$ cat src/rtl/board_pkg.sv
// Shared definitions for the sudoku board memory: op encodings, default geometry
// and the width helpers every board file derives its port sizes from.
package board_pkg;

   localparam int BOX_DEF = 3;

   typedef enum logic [2:0] {
      OP_READ   = 3'd0,
      OP_LOAD   = 3'd1,
      OP_PLACE  = 3'd2,
      OP_REMOVE = 3'd3,
      OP_CHECK  = 3'd4,
      OP_CLEAR  = 3'd5
   } op_e;

   typedef enum logic {
      ST_CLEAR = 1'b0,
      ST_IDLE  = 1'b1
   } state_e;

   function automatic int side_of(input int box);
      return box * box;
   endfunction

   function automatic int cells_of(input int box);
      return side_of(box) * side_of(box);
   endfunction

   function automatic int aw_of(input int box);
      return $clog2(cells_of(box));
   endfunction

   function automatic int vw_of(input int box);
      return $clog2(side_of(box) + 1);
   endfunction

   // width of a row/column/box/digit index (0..SIDE-1)
   function automatic int uw_of(input int box);
      return $clog2(side_of(box));
   endfunction

endpackage

$ cat src/rtl/board_mem_if.sv
// Command/response bundle of the board memory; master issues commands,
// slave (the memory) answers with a one-cycle response strobe.
interface board_mem_if import board_pkg::*; #(parameter int BOX = BOX_DEF);

   localparam int AW = aw_of(BOX);
   localparam int VW = vw_of(BOX);

   logic          i_cmd_valid;
   logic          o_cmd_ready;
   logic [2:0]    i_cmd_op;
   logic [AW-1:0] i_addr;
   logic [VW-1:0] i_digit;
   logic          i_fix;
   logic          o_rsp_valid;
   logic [VW-1:0] o_rsp_data;
   logic          o_rsp_fix;
   logic          o_rsp_conflict;
   logic          o_rsp_err;
   logic          o_busy;

   modport master (
      output i_cmd_valid, i_cmd_op, i_addr, i_digit, i_fix,
      input  o_cmd_ready, o_rsp_valid, o_rsp_data, o_rsp_fix,
             o_rsp_conflict, o_rsp_err, o_busy
   );

   modport slave (
      input  i_cmd_valid, i_cmd_op, i_addr, i_digit, i_fix,
      output o_cmd_ready, o_rsp_valid, o_rsp_data, o_rsp_fix,
             o_rsp_conflict, o_rsp_err, o_busy
   );

endinterface

$ cat src/rtl/board_unit_idx.sv
// Maps a row-major cell index to its row, column and box numbers.
// Divisors are constants, so this folds to plain combinational logic.
module board_unit_idx import board_pkg::*; #(
   parameter  int BOX  = BOX_DEF,
   localparam int SIDE = side_of(BOX),
   localparam int AW   = aw_of(BOX),
   localparam int UW   = uw_of(BOX)
) (
   input  logic [AW-1:0] i_addr,
   output logic [UW-1:0] o_row,
   output logic [UW-1:0] o_col,
   output logic [UW-1:0] o_box
);

   assign o_row = UW'(i_addr / AW'(SIDE));
   assign o_col = UW'(i_addr % AW'(SIDE));
   assign o_box = UW'((o_row / UW'(BOX)) * UW'(BOX) + o_col / UW'(BOX));

endmodule

$ cat src/rtl/board_mem.sv
// Sudoku board store: cell values/fix bits plus row/column/box usage bitmaps,
// answering one command per cycle and sweeping the cells clear after reset.
module board_mem import board_pkg::*; #(
   parameter  int BOX   = BOX_DEF,
   localparam int SIDE  = side_of(BOX),
   localparam int CELLS = cells_of(BOX),
   localparam int AW    = aw_of(BOX),
   localparam int VW    = vw_of(BOX),
   localparam int UW    = uw_of(BOX)
) (
   input  logic        clk,
   input  logic        rst_n,
   board_mem_if.slave  bus
);

   state_e                     state_q, state_d;
   logic [AW-1:0]              cnt_q, cnt_d;
   logic [SIDE-1:0][SIDE-1:0]  row_used_q, row_used_d;
   logic [SIDE-1:0][SIDE-1:0]  col_used_q, col_used_d;
   logic [SIDE-1:0][SIDE-1:0]  box_used_q, box_used_d;
   logic                       rsp_valid_q, rsp_valid_d;
   logic [VW-1:0]              rsp_data_q, rsp_data_d;
   logic                       rsp_fix_q, rsp_fix_d;
   logic                       rsp_conf_q, rsp_conf_d;
   logic                       rsp_err_q, rsp_err_d;

   // cell storage is deliberately not reset; the CLEAR sweep initialises it
   logic [VW-1:0]              cell_val_q [CELLS];
   logic                       cell_fix_q [CELLS];

   logic                       wr_en, wr_fix;
   logic [AW-1:0]              wr_addr;
   logic [VW-1:0]              wr_val;

   logic                       addr_ok, dig_ok, op_ok, bad;
   logic [AW-1:0]              addr_c;
   logic [VW-1:0]              cur_val;
   logic                       cur_fix;
   logic [UW-1:0]              row, col, box, dig_idx, old_idx;
   logic                       cnf, clr_old, set_new;

   always_comb begin
      addr_ok = 32'(bus.i_addr) < CELLS;
      dig_ok  = 32'(bus.i_digit) <= SIDE;
      op_ok   = bus.i_cmd_op <= 3'd5;
      bad     = !(addr_ok && dig_ok && op_ok);
      // out-of-range addresses are folded to cell 0 so no lookup leaves the array
      addr_c  = addr_ok ? bus.i_addr : '0;
      cur_val = cell_val_q[addr_c];
      cur_fix = cell_fix_q[addr_c];
      dig_idx = UW'(bus.i_digit - 1'b1);
      old_idx = UW'(cur_val - 1'b1);
   end

   board_unit_idx #(.BOX(BOX)) u_idx (
      .i_addr (addr_c),
      .o_row  (row),
      .o_col  (col),
      .o_box  (box)
   );

   assign cnf = (bus.i_digit != '0) &&
                (row_used_q[row][dig_idx] || col_used_q[col][dig_idx] ||
                 box_used_q[box][dig_idx]);

   always_comb begin
      state_d     = state_q;
      cnt_d       = cnt_q;
      row_used_d  = row_used_q;
      col_used_d  = col_used_q;
      box_used_d  = box_used_q;
      rsp_valid_d = 1'b0;
      rsp_data_d  = rsp_data_q;
      rsp_fix_d   = rsp_fix_q;
      rsp_conf_d  = rsp_conf_q;
      rsp_err_d   = rsp_err_q;
      wr_en       = 1'b0;
      wr_addr     = cnt_q;
      wr_val      = '0;
      wr_fix      = 1'b0;
      clr_old     = 1'b0;
      set_new     = 1'b0;
      case (state_q)
         ST_CLEAR: begin
            wr_en = 1'b1;
            cnt_d = cnt_q + 1'b1;
            if (cnt_q == AW'(CELLS - 1)) begin
               cnt_d   = '0;
               state_d = ST_IDLE;
            end
         end
         default: if (bus.i_cmd_valid) begin
            rsp_valid_d = 1'b1;
            rsp_err_d   = 1'b0;
            rsp_conf_d  = 1'b0;
            rsp_data_d  = addr_ok ? cur_val : '0;
            rsp_fix_d   = addr_ok && cur_fix;
            wr_addr     = addr_c;
            if (bad) begin
               rsp_err_d = 1'b1;
            end else begin
               case (bus.i_cmd_op)
                  OP_READ: ;
                  OP_LOAD: begin
                     wr_en      = 1'b1;
                     wr_val     = bus.i_digit;
                     wr_fix     = bus.i_fix;
                     clr_old    = cur_val != '0;
                     set_new    = bus.i_digit != '0;
                     rsp_data_d = bus.i_digit;
                     rsp_fix_d  = bus.i_fix;
                  end
                  OP_PLACE: begin
                     if (cur_fix || cur_val != '0 || bus.i_digit == '0) begin
                        rsp_err_d = 1'b1;
                     end else if (cnf) begin
                        rsp_conf_d = 1'b1;
                     end else begin
                        wr_en      = 1'b1;
                        wr_val     = bus.i_digit;
                        set_new    = 1'b1;
                        rsp_data_d = bus.i_digit;
                     end
                  end
                  OP_REMOVE: begin
                     if (cur_fix) begin
                        rsp_err_d = 1'b1;
                     end else begin
                        wr_en      = 1'b1;
                        clr_old    = cur_val != '0;
                        rsp_data_d = '0;
                     end
                  end
                  OP_CHECK: rsp_conf_d = cnf;
                  default: begin
                     // CLEAR: silent, outputs keep their last response
                     state_d     = ST_CLEAR;
                     cnt_d       = '0;
                     row_used_d  = '0;
                     col_used_d  = '0;
                     box_used_d  = '0;
                     rsp_valid_d = 1'b0;
                     rsp_data_d  = rsp_data_q;
                     rsp_fix_d   = rsp_fix_q;
                     rsp_conf_d  = rsp_conf_q;
                     rsp_err_d   = rsp_err_q;
                  end
               endcase
            end
            if (clr_old) begin
               row_used_d[row][old_idx] = 1'b0;
               col_used_d[col][old_idx] = 1'b0;
               box_used_d[box][old_idx] = 1'b0;
            end
            if (set_new) begin
               row_used_d[row][dig_idx] = 1'b1;
               col_used_d[col][dig_idx] = 1'b1;
               box_used_d[box][dig_idx] = 1'b1;
            end
         end
      endcase
   end

   always_ff @(posedge clk or negedge rst_n) begin
      if (!rst_n) begin
         state_q     <= ST_CLEAR;
         cnt_q       <= '0;
         row_used_q  <= '0;
         col_used_q  <= '0;
         box_used_q  <= '0;
         rsp_valid_q <= 1'b0;
         rsp_data_q  <= '0;
         rsp_fix_q   <= 1'b0;
         rsp_conf_q  <= 1'b0;
         rsp_err_q   <= 1'b0;
      end else begin
         state_q     <= state_d;
         cnt_q       <= cnt_d;
         row_used_q  <= row_used_d;
         col_used_q  <= col_used_d;
         box_used_q  <= box_used_d;
         rsp_valid_q <= rsp_valid_d;
         rsp_data_q  <= rsp_data_d;
         rsp_fix_q   <= rsp_fix_d;
         rsp_conf_q  <= rsp_conf_d;
         rsp_err_q   <= rsp_err_d;
      end
   end

   always_ff @(posedge clk) begin
      if (wr_en) begin
         cell_val_q[wr_addr] <= wr_val;
         cell_fix_q[wr_addr] <= wr_fix;
      end
   end

   assign bus.o_cmd_ready    = state_q == ST_IDLE;
   assign bus.o_busy         = state_q == ST_CLEAR;
   assign bus.o_rsp_valid    = rsp_valid_q;
   assign bus.o_rsp_data     = rsp_data_q;
   assign bus.o_rsp_fix      = rsp_fix_q;
   assign bus.o_rsp_conflict = rsp_conf_q;
   assign bus.o_rsp_err      = rsp_err_q;

endmodule

$ cat src/flat_wrapper.sv
// flat-port wrapper written by rule: the top's interface ports become plain ports
module board_mem_flat import board_pkg::*;
#(
   parameter  int BOX   = BOX_DEF,
   localparam int SIDE  = side_of(BOX),
   localparam int CELLS = cells_of(BOX),
   localparam int AW    = aw_of(BOX),
   localparam int VW    = vw_of(BOX),
   localparam int UW    = uw_of(BOX)
)
  (clk, rst_n, bus_i_cmd_valid, bus_i_cmd_op, bus_i_addr, bus_i_digit, bus_i_fix, bus_o_cmd_ready, bus_o_rsp_valid, bus_o_rsp_data, bus_o_rsp_fix, bus_o_rsp_conflict, bus_o_rsp_err, bus_o_busy);
  board_mem_if #(.BOX(BOX)) bus_i ();
  input  logic clk;
  input  logic rst_n;
  input wire logic [$bits(bus_i.i_cmd_valid)-1:0] bus_i_cmd_valid;
  input wire logic [$bits(bus_i.i_cmd_op)-1:0] bus_i_cmd_op;
  input wire logic [$bits(bus_i.i_addr)-1:0] bus_i_addr;
  input wire logic [$bits(bus_i.i_digit)-1:0] bus_i_digit;
  input wire logic [$bits(bus_i.i_fix)-1:0] bus_i_fix;
  output wire logic [$bits(bus_i.o_cmd_ready)-1:0] bus_o_cmd_ready;
  output wire logic [$bits(bus_i.o_rsp_valid)-1:0] bus_o_rsp_valid;
  output wire logic [$bits(bus_i.o_rsp_data)-1:0] bus_o_rsp_data;
  output wire logic [$bits(bus_i.o_rsp_fix)-1:0] bus_o_rsp_fix;
  output wire logic [$bits(bus_i.o_rsp_conflict)-1:0] bus_o_rsp_conflict;
  output wire logic [$bits(bus_i.o_rsp_err)-1:0] bus_o_rsp_err;
  output wire logic [$bits(bus_i.o_busy)-1:0] bus_o_busy;
  assign bus_i.i_cmd_valid = bus_i_cmd_valid;
  assign bus_i.i_cmd_op = bus_i_cmd_op;
  assign bus_i.i_addr = bus_i_addr;
  assign bus_i.i_digit = bus_i_digit;
  assign bus_i.i_fix = bus_i_fix;
  assign bus_o_cmd_ready = bus_i.o_cmd_ready;
  assign bus_o_rsp_valid = bus_i.o_rsp_valid;
  assign bus_o_rsp_data = bus_i.o_rsp_data;
  assign bus_o_rsp_fix = bus_i.o_rsp_fix;
  assign bus_o_rsp_conflict = bus_i.o_rsp_conflict;
  assign bus_o_rsp_err = bus_i.o_rsp_err;
  assign bus_o_busy = bus_i.o_busy;
  board_mem #(.BOX(BOX)) u_core (.clk(clk), .rst_n(rst_n), .bus(bus_i));
endmodule
$ cat config.mk
export PLATFORM = sky130hd
export DESIGN_NAME = board_mem_flat
export DESIGN_NICKNAME = d
export VERILOG_FILES = /design/src/rtl/board_pkg.sv /design/src/rtl/board_mem_if.sv /design/src/rtl/board_unit_idx.sv /design/src/rtl/board_mem.sv /design/src/flat_wrapper.sv
export SDC_FILE = /design/constraint.sdc
export NUM_CORES = 1
export LEC_CHECK = 0
export BUFFER_PORTS_ARGS = -buffer_cell sky130_fd_sc_hd__buf_4
export CORE_UTILIZATION = 50
export CTS_CLUSTER_SIZE = 20
export DETAILED_ROUTE_END_ITERATION = 8
export GPL_TIMING_DRIVEN = 1
export MAX_ROUTING_LAYER = met4
export PLACE_DENSITY_LB_ADDON = 0.12
export SLEW_MARGIN = 20
export SYNTH_ARGS = -nofsm -noshare
export SYNTH_HDL_FRONTEND = slang
export SYNTH_SLANG_ARGS = --single-unit
$ cat constraint.sdc
create_clock -name clk -period 5.1 [get_ports clk]
set_input_delay 0.765 -clock clk [delete_from_list [all_inputs] [get_ports clk]]
set_output_delay 0.765 -clock clk [all_outputs]
set_load 0.02 [all_outputs]
# Word level (Yosys, flattened, before mapping)
# Memories as Yosys holds them, arrays and structs flattened.
# Cells that the tools add are included.
# totals
reg_bits,259
ram_bits,405
inputBits,18
wordCells,219
memories,2
# classes
add_sub_neg,4
n_mul,1
div,4
magnitude_cmp,13
eq_ne,12
mux,111
bitwise,10
n_reduce_logical,28
# mem_list
name,words,width,read_ports,rd_clocked_by_memory_dff,write_ports,line_no,text
u_core.cell_val_q,81,4,1,0,1,board_mem.sv:28,logic [VW-1:0] cell_val_q [CELLS];
u_core.cell_fix_q,81,1,1,0,1,board_mem.sv:29,logic cell_fix_q [CELLS];
# ops
op,n
$mux 81,24
$and 81x81->81,3
$not 81->81,3
$or 81x81->81,3
$demux 9 s4,6
$bmux 9 s4,3
$mux 9,9
$mux 7,8
$mux 4,10
$mux 1,38
$lt 4x5->1 const B,5
$ge 4x1->1 const B,5
$pmux 4 s4,1
$reduce_and 3->1,5
$bmux 1 s4,3
$logic_and 1x1->1,9
$pmux 1 s3,3
$demux 1 s4,2
$div 4x2->4 const B,2
$ne 4x4->1 const B,2
$pmux 4 s2,1
$reduce_bool 4->1,2
$sub 4x1->4 const B,2
$add 7x1->7 const B,1
other kinds (24),33

# Longest topological paths before layout
# depth
ltp_word,20
mapped_depth,48
ltp_nobuf,40

# Modules after synthesis
# A second synthesis with hierarchy kept.
# hier_totals
hier_cells,2757
hier_area_um2,32832.7
# modules_own_cells
module,n_inst,cells_each,area_each_um2,seq_area_each_um2
board_mem,1,2621,31866.8,18642.9
board_unit_idx,1,136,965.9,0.0

# Worst setup path before layout
# Ideal clock, no wire load.
# synth_path
path_type,in2reg
from,input port bus_i_addr[5]
to,"memory u_core.cell_val_q[0][0] (netlist bit), data pin"
arrival_time_ps,12188
t_required_ps,4521
slack_ps,-7667
cell_stages,44
path_buffers,11
path_cell_list,buf_2 o21ai_1 clkbuf_1 nand2_1 inv_1 clkbuf_1 clkbuf_1 buf_1 ha_1 nand2b_1 a21oi_1 o211ai_1 a21oi_1 a21boi_1 inv_1 ha_1 nor2_1 and4_4 [8 not listed] nand2_1 fa_1 clkbuf_1 buf_1 mux4_2 mux2i_1 nor2_1 o21ai_0 nand3_1 a32oi_1 o2111ai_1 a211oi_1 a31oi_1 o211a_1 o31ai_4 nand2_1 clkbuf_1 nor2_1
# synth_between
elab_chain_len,18
# synth_lines
item,line_no,text
start: declaration,flat_wrapper.sv:17,input wire logic [$bits(bus_i.i_addr)-1:0] bus_i_addr;
$lt 7x7->1,board_mem.sv:43,addr_ok = 32'(bus.i_addr) < CELLS;
$mux 7,board_mem.sv:48,addr_c = addr_ok ? bus.i_addr : '0;
$div 7x4->7,board_unit_idx.sv:15,assign o_row = UW'(i_addr / AW'(SIDE));
$div 4x2->4,board_unit_idx.sv:17,assign o_box = UW'((o_row / UW'(BOX)) * UW'(BOX) + o_col / UW'(BOX));
$mul 4x2->4,board_unit_idx.sv:17,
$add 4x4->4,board_unit_idx.sv:17,
$bmux 9 s4,board_mem.sv:64,box_used_q[box][dig_idx]);
$mux 9 (not written as such),board_mem.sv:64,
[3 not listed],--,
$logic_and 1x1->1,board_mem.sv:62,assign cnf = (bus.i_digit != '0) &&
$mux 4,board_mem.sv:116,end else if (cnf) begin
$mux 4,board_mem.sv:114,if (cur_fix || cur_val != '0 || bus.i_digit == '0) begin
$pmux 4 s2,board_mem.sv:102,case (bus.i_cmd_op)
$mux 4 (*),board_mem.sv:99,if (bad) begin
$mux 4 (*),board_mem.sv:92,default: if (bus.i_cmd_valid) begin
$mux 4 (*),board_mem.sv:83,case (state_q)
net u_core.wr_val[0],board_mem.sv:33,logic [VW-1:0] wr_val;
end: declaration,board_mem.sv:28,
# Mark *: on every way through the listed nets, which the timed path passes. The rest lies on a longest branch. The select of a mux whose other input is x is not followed.

# Final worst setup path
# layout_path
from,input port bus_i_addr[0]
to,"memory u_core.cell_val_q[49][0] (netlist bit), enable pin"
# layout_between
elab_chain_len,20
# layout_lines
item,line_no,text
$lt 7x7->1,board_mem.sv:43,
$mux 7,board_mem.sv:48,
$div 7x4->7,board_unit_idx.sv:15,
$div 4x2->4,board_unit_idx.sv:17,
$mul 4x2->4,board_unit_idx.sv:17,
$add 4x4->4,board_unit_idx.sv:17,
$bmux 9 s4,board_mem.sv:64,
$mux 9 (not written as such),board_mem.sv:64,
[4 not listed],--,
$mux 1,board_mem.sv:116,
$mux 1,board_mem.sv:114,
$pmux 1 s3,board_mem.sv:102,
$mux 1,board_mem.sv:99,
$mux 1,board_mem.sv:92,
$mux 1,board_mem.sv:83,
$mux 1,board_mem.sv:191,if (wr_en) begin
$mux 1 (not written as such),board_mem.sv:192,cell_val_q[wr_addr] <= wr_val;
# Parallel ways exist; a longest one is shown, timed or not. The select of a mux whose other input is x is not followed.

==> impl_metrics.toml <==
[run_status]
status = "finished, violations left"
violations = "negative setup slack"

[route]
drtPass1Iterations = 8
drtAntennaViolNets = 0
drtIter0Drc = 3191
wl_mm = 110.8
num_vias = 27910
vias_per_cell = 6.514
wl_per_cell_um = 25.86
drcViolationCount = 0

[power]
p_leak_nw = 15.64
powerDensity_nw_per_um2 = 396.4
swShare = 0.3294
power_frac_comb = 0.297
pwr-share-clk = 0.335
p_int_mw = 10.82
p_switching_mw = 5.316
vdd_drop_max_mv = 0.4094
seqPwrFrac = 0.368

[sta]
tns_ns = -3284.70
worst_pin_slew_ns = 1.252
setup_ws_ns = -3.588
fmax_ghz = 0.1151
finalMaxSlewViolations = 0
hold_ws_ns = 0.1904
hold_viol = 0
skew_ns = 0.04984
slew_headroom = 0.1656
finalCritPeriodShare = 1.704
min_period_ns = 8.688
grt_setup_unrepaired = "yes"
setup-violations-final = 977

[clocking]
clk_latency_ns = 0.65
cts_sinks = 664
path_clk_slew_ns = 0.06
numCtsBuffers = 74
cts-root-buf = "clkbuf_16"
cts_tree = "built"
htreeDepth = 3
clockBufferDepth = 3

[die]
die_width_um = 256.6
die_y_um = 256.6
fp.dieArea_sq_um = 65850
io_pins = 28
std_cell_rows = 92
coreArea_sq_um = 63540
start_util = 0.5102

[setup_path]
cpMostUsedCell = "ha_4"
cpPeakStageDelay_ns = 0.60
worstPathRequired_ns = 5.46
start_kind = "input pin"
worstSetupPathType = "in2reg"
arrival_ns = 9.05
slowest_stage = "fa_2"
cp_max_fo = 11
endpoint_kind = "register"

[global_routing]
antenna_found_initial = 0
grt_pass1_wl_mm = 169.6
track_usage = 0.3460
grt_pass1_vias = 27660
grt-ovfl-total = 0
grt_max_degree = 209

[yosys]
synth_top_cell_by_area = "edfxtp_1"
ys_seq_elements = 664
netlist_area_sq_um = 32420
ys_types = 98
synth_edf_count = 405
synthesis.nets = 3073
yosys_warnings = 0
ys_seq_area_frac = 0.5751
syn_inst = 3035
syn_area_per_cell_sq_um = 10.68
async_reset_ff_frac = 0.3901
synthTopCellsByArea = "edfxtp_1 (38%), dfrtp_1 (20%), o211ai_1 (4.6%), o21ai_0 (4.0%), nand2_1 (3.9%)"
synth_top_area_frac = 0.3752
synth_ff_type = "edfxtp_1"

[final_layout]
nNetsFinal = 3416
final_layout_size_suffix_gt1_frac = 0.2446
area_delta_synth_final_pct = 25.60
post-route-util = 0.6408

[job]
drv_cap = 0

[placement]
place.port_buffers = 27
dp_hpwl_mm = 73.01
gp_congestion = 0.9577

[min_path]
hp-class = "in2async"
cell families (layout without fill, tap and decap cells):
family	count (synthesis)	in the layout	share of synthesized area
xor+xnor	9	9	0.002432
compound gates	1012	1012	0.2116
other cells	0	1	0
buf+inv	309	712	0.03763
fa+ha+maj	20	20	0.008414
flops	664	664	0.5751
simple gates	969	969	0.1396
mux	52	52	0.02517
state kept, by name, summed over array words and instances, names as in the netlist:
register,count
u_core.cell_fix_q,81
u_core.cnt_q,7
u_core.row_used_q,81
u_core.cell_val_q,324
u_core.bus.o_rsp_data,4
u_core.bus.o_cmd_ready,1
u_core.bus.o_rsp_conflict,1
u_core.box_used_q,81
u_core.bus.o_rsp_fix,1
u_core.bus.o_rsp_valid,1
u_core.bus.o_rsp_err,1
u_core.col_used_q,81
final cells by class:
cell class	count	area [sq um]
inverters	38	145.1
flip-flops and latches	664	18640
repair buffers	538	4952
diodes	1	2.502
clock buffers	97	2009
well taps	846	1059
fillers	4989	22830
clock inverters	39	464.2
multi-input cells	2062	13440
worst max-delay path: cells and delay by family:
| kind | cells | cell delay, ns |
|---|---|---|
| fa+ha+maj | 5 | 1.42 |
| simple gates | 8 | 1.34 |
| buf+inv | 6 | 0.75 |
| mux | 3 | 0.92 |
| compound gates | 19 | 3.82 |
cell usage after synthesis, types with 10 or more instances:
master      n
edfxtp_1  405
nand2_1   337
o21ai_0   260
dfrtp_1   259
clkbuf_1  212
o211ai_1  198
nand3_1   175
nor2_1    174
nor3_1     92
a21oi_1    88
o221ai_1   71
o21ai_1    60
a211oi_1   56
nand2b_1   49
and3_1     40
a31oi_1    38
inv_1      35
a311oi_1   32
buf_1      30
o22ai_1    28
o31ai_1    27
mux2i_1    25
buf_2      24
mux4_2     23
a22oi_1    21
ha_1       17
or3_1      17
o21a_1     15
nand4_1    13
nor4_1     12
o311ai_0   12
or2_2      11
or4_1      10
layout by cell type, fill, tap and decap left out, types with 58 or more instances in the layout:
| master | n |
|---|---|
| a21oi_1 | 84 |
| o221ai_1 | 70 |
| o21ai_1 | 58 |
| edfxtp_1 | 405 |
| clkbuf_16 | 77 |
| nand2_1 | 324 |
| o211ai_1 | 198 |
| nand3_1 | 171 |
| nor2_1 | 151 |
| buf_12 | 59 |
| dfrtp_1 | 259 |
| o21ai_0 | 257 |
| buf_4 | 446 |
per-layer routing:
layer	global-route usage	vias up	part of all wire
met5	-	-	0
met1	0.4459	13840	0.40
li1	-	12360	-
met4	0.1703	0	0.054
met2	0.5351	1375	0.47
met3	0.05299	343	0.076
through the flow:
stage	setup WS (ns)	power [mW]	area (sq um)	instances
6_report	-3.588	16.14	40710	4285
5_1_grt	-3.903	16.63	40710	4284
4_1_cts	-3.616	16.00	40400	4281
3_5_place_dp	-4.649	10.24	37210	4124
3_3_place_gp	-4.452	10.18	37210	4124
2_1_floorplan	-4.249	8.185	32760	3035
final timing paths:
kind / start / end / slack (ns) / depth (start not counted)
max in group asynchronous: rst_n / u_core.bus.o_rsp_data[0]$_DFFE_PN0P_ / 3.67 / 2
max reg2reg: u_core.cell_val_q[61][1]$_DFFE_PP_ / u_core.cell_val_q[75][2]$_DFFE_PP_ / 0.56 / 16
min reg2reg: u_core.row_used_q[49]$_DFFE_PN0P_ / u_core.row_used_q[49]$_DFFE_PN0P_ / 0.50 / 2
max: bus_i_addr[0] / u_core.cell_val_q[49][0]$_DFFE_PP_ / -3.59 / 41
min: rst_n / u_core.row_used_q[32]$_DFFE_PN0P_ / 0.19 / 1
min in group clk: bus_i_fix / u_core.bus.o_rsp_fix$_DFFE_PN0P_ / 0.43 / 3
power by group through the flow:
stage,sequential (mW),combinational [mW],clock (mW)
2_1_floorplan,6.03,2.15,0
3_3_place_gp,6.04,4.14,0
3_5_place_dp,6.04,4.19,0
4_1_cts,5.94,4.60,5.45
5_1_grt,5.96,5.02,5.66
6_report,5.94,4.79,5.41
repair_timing:
| item | 4_1_cts | 5_1_grt |
|---|---|---|
| cloned | 2 | 2 |
| setup buffers | 20 | 3 |
| hold buffers | 0 | 0 |
| endpoints found under the setup margin | 977 | 978 |
| pin swaps | 37 | 8 |
| resized for setup | 109 | 57 |
Power figures use the tool's default switching activity.
